===== config.mk =====
export PLATFORM = sky130hd
export DESIGN_NAME = pfa_out_addr_gen
export DESIGN_NICKNAME = d
export VERILOG_FILES = /design/src/rtl/pfa_out_addr_gen.sv
export SDC_FILE = /design/constraint.sdc
export NUM_CORES = 1
export LEC_CHECK = 0
export CAP_MARGIN = 20
export CELL_PAD_IN_SITES_DETAIL_PLACEMENT = 2
export CELL_PAD_IN_SITES_GLOBAL_PLACEMENT = 2
export CORE_UTILIZATION = 34
export CTS_CLUSTER_DIAMETER = 40
export DETAILED_ROUTE_END_ITERATION = 8
export PLACE_DENSITY = 0.86
export SLEW_MARGIN = 20
export SYNTH_ARGS = -nofsm -noshare
export SYNTH_HDL_FRONTEND = slang
export SYNTH_SLANG_ARGS = --single-unit

===== constraint.sdc =====
create_clock -name clk -period 7.27 [get_ports clk]
set_input_delay 1.454 -clock clk [delete_from_list [all_inputs] [get_ports clk]]
set_output_delay 1.454 -clock clk [all_outputs]
set_load 0.02 [all_outputs]

===== src/rtl/pfa_out_addr_gen.sv =====
// Prime-factor output address generator.
// Walks the index triple (k1,k2,k3) with k3 fastest and k1 slowest, and emits
// addr = (k1*A1 + k2*A2 + k3*A3) mod N, with N = N1*N2*N3. The address is
// built from running modular sums, so the address path uses adders only.
// Optional build macro: PFA_OUT_ADDR_CHK_EN adds a LOAD-time range check of
// the factor sizes and weights, reported on err.
//
// state | meaning
// IDLE  | waiting for start
// LOAD  | latch sizes and weights, compute N, clear indices and sums
// RUN   | presenting one address per cycle, advancing on valid && ready
// DONE  | final beat accepted, one-cycle done pulse
module pfa_out_addr_gen #(
  parameter int wDataInOut = 16
) (
  input  logic                  clk,
  input  logic                  rst,
  input  logic                  clr,
  input  logic                  start,
  input  logic [wDataInOut-1:0] Nf1,
  input  logic [wDataInOut-1:0] Nf2,
  input  logic [wDataInOut-1:0] Nf3,
  input  logic [wDataInOut-1:0] A1,
  input  logic [wDataInOut-1:0] A2,
  input  logic [wDataInOut-1:0] A3,
  input  logic                  ready,
  output logic [wDataInOut-1:0] k1,
  output logic [wDataInOut-1:0] k2,
  output logic [wDataInOut-1:0] k3,
  output logic [wDataInOut-1:0] addr,
  output logic                  valid,
  output logic                  last,
  output logic                  busy,
  output logic                  done,
  output logic                  err
);

  localparam int W = wDataInOut;
  localparam logic [W-1:0] ONE = W'(1);

  typedef enum logic [1:0] {IDLE, LOAD, RUN, DONE} state_t;

  state_t state_q, state_d;

  logic [W-1:0] n1_q, n2_q, n3_q, n_q;
  logic [W-1:0] a1_q, a2_q, a3_q;
  logic [W-1:0] s1_q, s12_q;
  logic [W-1:0] n_in;
  logic [W-1:0] addr_a3, s12_next, s1_next;
  logic         k1_wrap, k2_wrap, k3_wrap, last_beat;
  logic         param_bad;

  // Single conditional subtract is enough because both operands are < m.
  function automatic logic [W-1:0] mod_add(input logic [W-1:0] a,
                                           input logic [W-1:0] b,
                                           input logic [W-1:0] m);
    logic [W:0] sum;
    sum = {1'b0, a} + {1'b0, b};
    if (sum >= {1'b0, m})
      sum = sum - {1'b0, m};
    return sum[W-1:0];
  endfunction

  assign n_in      = Nf1 * Nf2 * Nf3;
  assign k1_wrap   = (k1 == n1_q - ONE);
  assign k2_wrap   = (k2 == n2_q - ONE);
  assign k3_wrap   = (k3 == n3_q - ONE);
  assign last_beat = k1_wrap && k2_wrap && k3_wrap;
  assign addr_a3   = mod_add(addr, a3_q, n_q);
  assign s12_next  = mod_add(s12_q, a2_q, n_q);
  assign s1_next   = mod_add(s1_q, a1_q, n_q);

`ifdef PFA_OUT_ADDR_CHK_EN
  localparam logic [W-1:0] TWO = W'(2);

  logic err_q;

  assign param_bad = (Nf1 < TWO) || (Nf2 < TWO) || (Nf3 < TWO) ||
                     (A1 >= n_in) || (A2 >= n_in) || (A3 >= n_in);
  assign err = err_q;

  // Sticky parameter error: set by a failed LOAD, cleared by an accepted start.
  always_ff @(posedge clk or posedge rst) begin
    if (rst)
      err_q <= 1'b0;
    else if (clr)
      err_q <= 1'b0;
    else if (state_q == IDLE && start)
      err_q <= 1'b0;
    else if (state_q == LOAD && param_bad)
      err_q <= 1'b1;
  end
`else
  assign param_bad = 1'b0;
  assign err       = 1'b0;
`endif

  // State register.
  always_ff @(posedge clk or posedge rst) begin
    if (rst)
      state_q <= IDLE;
    else
      state_q <= state_d;
  end

  // Next-state and handshake flags; clr wins over everything.
  always_comb begin
    state_d = state_q;
    valid   = 1'b0;
    last    = 1'b0;
    busy    = 1'b0;
    done    = 1'b0;
    case (state_q)
      IDLE: begin
        if (start)
          state_d = LOAD;
      end
      LOAD: begin
        busy    = 1'b1;
        state_d = param_bad ? IDLE : RUN;
      end
      RUN: begin
        busy  = 1'b1;
        valid = 1'b1;
        last  = last_beat;
        if (ready && last_beat)
          state_d = DONE;
      end
      DONE: begin
        busy    = 1'b1;
        done    = 1'b1;
        state_d = IDLE;
      end
      default: state_d = IDLE;
    endcase
    if (clr)
      state_d = IDLE;
  end

  // Parameter latch and incremental index/address walk.
  always_ff @(posedge clk or posedge rst) begin
    if (rst) begin
      n1_q  <= '0;
      n2_q  <= '0;
      n3_q  <= '0;
      n_q   <= '0;
      a1_q  <= '0;
      a2_q  <= '0;
      a3_q  <= '0;
      s1_q  <= '0;
      s12_q <= '0;
      k1    <= '0;
      k2    <= '0;
      k3    <= '0;
      addr  <= '0;
    end else if (clr) begin
      s1_q  <= '0;
      s12_q <= '0;
      k1    <= '0;
      k2    <= '0;
      k3    <= '0;
      addr  <= '0;
    end else if (state_q == LOAD) begin
      n1_q  <= Nf1;
      n2_q  <= Nf2;
      n3_q  <= Nf3;
      n_q   <= n_in;
      a1_q  <= A1;
      a2_q  <= A2;
      a3_q  <= A3;
      s1_q  <= '0;
      s12_q <= '0;
      k1    <= '0;
      k2    <= '0;
      k3    <= '0;
      addr  <= '0;
    end else if (state_q == RUN && ready && !last_beat) begin
      if (!k3_wrap) begin
        k3   <= k3 + ONE;
        addr <= addr_a3;
      end else begin
        k3 <= '0;
        if (!k2_wrap) begin
          k2    <= k2 + ONE;
          s12_q <= s12_next;
          addr  <= s12_next;
        end else begin
          k2    <= '0;
          k1    <= k1 + ONE;
          s1_q  <= s1_next;
          s12_q <= s1_next;
          addr  <= s1_next;
        end
      end
    end
  end

endmodule

==> flow_summary.toml, run 1 <==
[route]
first_iter_violations = 1554
ant_nets = 0
routed-via-count = 24200
via_per_inst = 6.02
drc_errors = 0
wl_um = 131000
post_drt_wl_per_cell_um = 32.5
drt_first_pass_iters = 7

[worst_setup_path]
cp-start-kind = "primary input"
crit_buf_inv = 7
worst-setup-path-type = "primary input to register"
cp.arrival_ns = 12.06
slowest_stage = "fa_1"
endpoint_kind = "register"
required_ns = 7.71
path_common_cell = "fa_1"
path_max_fanout = 7
cpPeakStageDelay_ns = 0.64
cp_top_family = "adder cells"

[finish]
layout-drive-gt1-share_pct = 18.2
post-route-util_pct = 44.8
fillCellCount = 7148
area_growth_pct = 30.1
multi_input_area_um2 = 17500
final_cell_mix = "518 x nand2_1, 258 x inv_1, 210 x dfrtp_1"
stdcell_area_um2 = 30100
register_area_um2 = 5260
nets = 3572
final_common_cell = "nand2_1"
fin_cells = 4013

[timing]
fin_crit_ns = 11.61
setup_slack_ns = -4.34
tightest_slew_ns = 1.02
finalCritPeriodShare_pct = 160
final_hold_viol_count = 0
skew_ns = 0.0456
rsz0062_at_grt = "yes"
finalMaxSlewViolations = 0
max-slew-margin-rel_pct = 31.7
fmax_ghz = 0.0861
setup_viol = 10

[floorplan]
std_cell_rows = 95
die_h_um = 263
core_area_um2 = 67300
die-width_um = 263
start_util_pct = 34.4
io_pins = 170
dieArea_um2 = 69200

[logic_synthesis]
synth_compound_area_share_pct = 12.6
synth_mux_area_share_pct = 1.91
postSynthAreaPerCell_um2 = 8.40
synth_top_family_by_area = "adder cells"
synth-simple-area-share_pct = 22.1
syn_inst = 2758
ys_ff_latch = 210
synth_nets = 3229
syn-cell-area_um2 = 23200
yosysWarnings = 0
synth-adder-area-share_pct = 25.4
seq_area_frac_synth_pct = 22.7
synth_flop_cell = "dfrtp_1"
synthXorXnorAreaFrac_pct = 8.75
ys_types = 91
synth_edf_count = 0
async_flop_share_pct = 100

[job]
cap_viol_max_count = 0

[global_route]
antenna_found_initial = 3
grt_pass1_wl_um = 184000
grt_max_degree = 101
grt_use_total_pct = 35.6
first_global_vias = 27800
overflow = 0

[placed_design]
dpl_cell_area_um2 = 27200
place_hpwl_um = 77300
dp_cells = 3876
gp_congestion = 0.871
io_buffer_count = 168

[clocking]
numCtsBuffers = 45
htreeDepth = 2
cts-root-buf = "clkbuf_16"
clkLatencyLatePin_ns = 0.62
cts_tree = "yes"
cts_buffer_depth = 3
cts_hold_buf = 0
cts_sinks = 210
path_clk_slew_ns = 0.06

[status]
status = "finished with violations"
violations = "negative setup slack"

[hold_path]
hp-class = "register to register"
## cell type report
class / instances / area share (%)
diodes: 4 / 0.0332
flip-flops and latches: 210 / 17.4
clock inverters: 27 / 1.14
clock buffers: 55 / 4.06
inverters: 300 / 3.78
repair buffers: 395 / 11.8
multi-input cells: 2149 / 58.1
well taps: 873 / 3.63
## cell families after synthesis
kind of cell             Yosys count
buffers and inverters            399
AND/OR/NAND/NOR                 1072
flip-flops                       210
AO/OA/AOI/OAI                    438
other                              1
multiplexers                      43
XOR/XNOR                         225
adder cells (fa/ha/maj)          370
## repair_timing
action                                  in CTS  in global routing
endpoints found under the setup margin      11                 11
buffers inserted                            39                 15
pin swaps                                   83                 74
endpoints found under the hold margin        0                  0
gates resized for setup                    217                102
## through the flow
stage	setup slack, ns	setup TNS, ns	hold slack, ns
6_report	-4.34	-24.89	0.484
3_3_place_gp	-4.09	-28.16	0.463
3_5_place_dp	-4.95	-33.45	0.477
4_1_cts	-3.75	-20.96	0.492
2_1_floorplan	-3.19	-15.64	0.450
5_1_grt	-4.41	-25.76	0.502
## tightest hold or removal path, delay by kind of cell, from the launching register on
family | cells | cell delay (ns)
flip-flops | 1 | 0.34
AND/OR/NAND/NOR | 2 | 0.11
## final timing paths
path | endpoint | slack, ns | cells after the start | start
setup / recovery | n_q[15]$_DFFE_PP0P_ | -4.34 | 37 | Nf1[10]
hold / removal | a3_q[11]$_DFFE_PP0P_ | 0.48 | 2 | a3_q[11]$_DFFE_PP0P_
setup reg to reg | addr[3]$_DFFE_PP0P_ | 0.72 | 20 | a2_q[0]$_DFFE_PP0P_
hold reg to reg | a3_q[11]$_DFFE_PP0P_ | 0.48 | 2 | a3_q[11]$_DFFE_PP0P_
max in group asynchronous | n2_q[14]$_DFFE_PP0P_ | 4.49 | 3 | rst
min in group asynchronous | a1_q[14]$_DFFE_PP0P_ | 1.31 | 2 | rst
## synth_stat cells, types with 41 or more instances
| master | n | area [um2] |
|---|---|---|
| a21oi_1 | 89 | 445 |
| ha_1 | 204 | 2550 |
| dfrtp_1 | 210 | 5260 |
| o21ai_0 | 105 | 526 |
| clkbuf_1 | 83 | 312 |
| xnor2_1 | 157 | 1380 |
| and3_1 | 41 | 257 |
| nor3_1 | 45 | 225 |
| nor2_1 | 140 | 526 |
| nand2_1 | 535 | 2010 |
| nand3_1 | 45 | 225 |
| fa_1 | 166 | 3320 |
| and2_1 | 114 | 713 |
| inv_1 | 299 | 1120 |
| xor2_1 | 64 | 561 |
## sequential cells by signal (all words and copies together), names as in the netlist
name     count
a1_q        16
a2_q        16
a3_q        16
addr        16
k1          16
k2          16
k3          16
n1_q        16
n2_q        16
n3_q        16
n_q         16
s12_q       16
s1_q        16
state_q      2
## layer usage
metal | GRT usage (%) | vias to the layer above | share of wire [%]
met5 | 0 | - | 0.014
met4 | 29.4 | 4 | 10
met1 | 36.5 | 12200 | 34
met2 | 61.9 | 1359 | 49
li1 | - | 9838 | -
met3 | 8.26 | 761 | 6.9
Power of run 1 is not shown: default switching activity piles up to over one toggle a cycle in this logic, so the estimate is an artifact.
==> run 2, diff against run 1 <==
Settings changed: CORE_UTILIZATION 34 to 35, PLACE_DENSITY 0.86 to 0.85.
Clock period 7.27 ns to 13.55 ns, I/O delays scaled along.
==> flow_summary.toml, run 2 (synthesized netlist as in run 1, its figures left out) <==
[status]
status = "finished, final reports clean"

[clocking]
cts-root-buf = "clkbuf_16"
path_clk_slew_ns = 0.05
clkLatencyLatePin_ns = 0.61
cts_tree = "yes"
cts_sinks = 210
cts_buffer_depth = 3
numCtsBuffers = 50
cts_hold_buf = 0
htreeDepth = 2

[finish]
diodes = 0
nets = 3414
layout-drive-gt1-share_pct = 7.08
area_growth_pct = 20.4
fillCellCount = 7134
final_common_cell = "nand2_1"
final_cell_mix = "535 x nand2_1, 298 x inv_1, 210 x dfrtp_1"

[worst_setup_path]
path_common_cell = "fa_1"
reg2reg_slack_ns = 7.56
slowest_stage = "fa_1"
r2r_cells = 20
cpPeakStageDelay_ns = 0.58
worst-setup-path-type = "primary input to register"
endpoint_kind = "register"
cp_top_family = "adder cells"
crit_end = "n_q[15]$_DFFE_PP0P_"
required_ns = 13.98
crit_buf_inv = 9
r2r-end = "s12_q[15]$_DFFE_PP0P_"
reg2reg_from = "a1_q[0]$_DFFE_PP0P_"
cp.arrival_ns = 13.47
path_max_fanout = 7
cp-start-kind = "primary input"
cp.depth = 39
critPathLaunch = "Nf2[4]"

[route]
wl_um = 95400
first_iter_violations = 1091
ant_nets = 0
drc_errors = 0
routed-via-count = 21300
drt_first_pass_iters = 5
post_drt_wl_per_cell_um = 24.9
via_per_inst = 5.56

[timing]
finalCritPeriodShare_pct = 96.3
tightest_slew_ns = 1.00
rsz0062_at_grt = "no"
tns_ns = 0
finalMaxSlewViolations = 0
setup_viol = 0
max-slew-margin-rel_pct = 33.2
fmax_ghz = 0.0767
final_hold_viol_count = 0
skew_ns = 0.0350
fin_crit_ns = 13.04

[placed_design]
io_buffer_count = 168
gp_congestion = 0.902
place_hpwl_um = 70300

[global_route]
grt_pass1_wl_um = 149000
first_global_vias = 25000
grt_max_degree = 90
overflow = 0
antenna_found_initial = 1
grt_use_total_pct = 28.7

[hold_path]
hp-class = "register to register"

[floorplan]
start_util_pct = 35.7
core_area_um2 = 64900
std_cell_rows = 93
die-width_um = 259
dieArea_um2 = 67200
die_h_um = 259
io_pins = 170

[job]
cap_viol_max_count = 0
-- run 2: cell types whose count changed in the layout (fill, tap and decap cells not counted), sizes merged, moves of 4 or more --
cell           before  now
bufinv              5    9
clkdlybuf4s50     144  165
clkdlybuf4s15       4    0
clkbuf             57   61
diode               4    0
buf               242   64
-- run 2: how the worst min path moves through the flow --
stage	startpoint	endpoint	slack, ns	depth (start not counted)
2_1_floorplan	a3_q[0]$_DFFE_PP0P_	a3_q[0]$_DFFE_PP0P_	0.45	2
3_3_place_gp	s12_q[9]$_DFFE_PP0P_	s12_q[9]$_DFFE_PP0P_	0.46	2
3_5_place_dp	s12_q[11]$_DFFE_PP0P_	s12_q[11]$_DFFE_PP0P_	0.47	2
4_1_cts	a3_q[3]$_DFFE_PP0P_	a3_q[3]$_DFFE_PP0P_	0.49	2
5_1_grt	a3_q[3]$_DFFE_PP0P_	a3_q[3]$_DFFE_PP0P_	0.51	2
6_report	a3_q[0]$_DFFE_PP0P_	a3_q[0]$_DFFE_PP0P_	0.49	2
-- run 2: metrics by stage --
step	hold slack (ns)	utilization (%)	instance area, um2	setup slack (ns)	std cells
after floorplan	0.450	-	23200	0.749	2758
after global placement	0.465	40.1	26000	0.0262	3745
after detailed placement	0.475	40.1	26000	-0.466	3745
after CTS	0.491	42.9	27900	0.0623	3836
after global routing	0.512	42.9	27900	0.00334	3837
final	0.488	42.9	27900	0.507	3837
-- run 2: timing repair --
item,4_1_cts,5_1_grt
buffers inserted,0,1
gates resized for setup,2,6
pin swaps,0,7
setup endpoints to repair,1,1
-- run 2: cell type report --
class	instances	area (um2)	area share, %
well taps	855	1070	3.84
clock inverters	30	458	1.64
clock buffers	61	1370	4.92
repair buffers	232	2170	7.78
multi-input cells	2149	16400	58.9
inverters	300	1130	4.07
flip-flops and latches	210	5260	18.9
-- run 2: worst register-to-register path: cells and delay by family (launching register included) --
kind / cells / cell delay [ns]
adder cells (fa/ha/maj): 3 / 1.05
buffers and inverters: 2 / 0.54
AND/OR/NAND/NOR: 5 / 1.72
flip-flops: 1 / 0.46
AO/OA/AOI/OAI: 10 / 2.10
-- run 2: layer usage --
metal	up-vias	track usage (%)	part of all wire [%]
met5	-	0	0
met4	0	11.2	3.9
met3	224	4.39	4.2
met2	506	52.4	51
met1	11100	33.5	41
li1	9534	-	-
Power of run 2 is left out for the same reason.
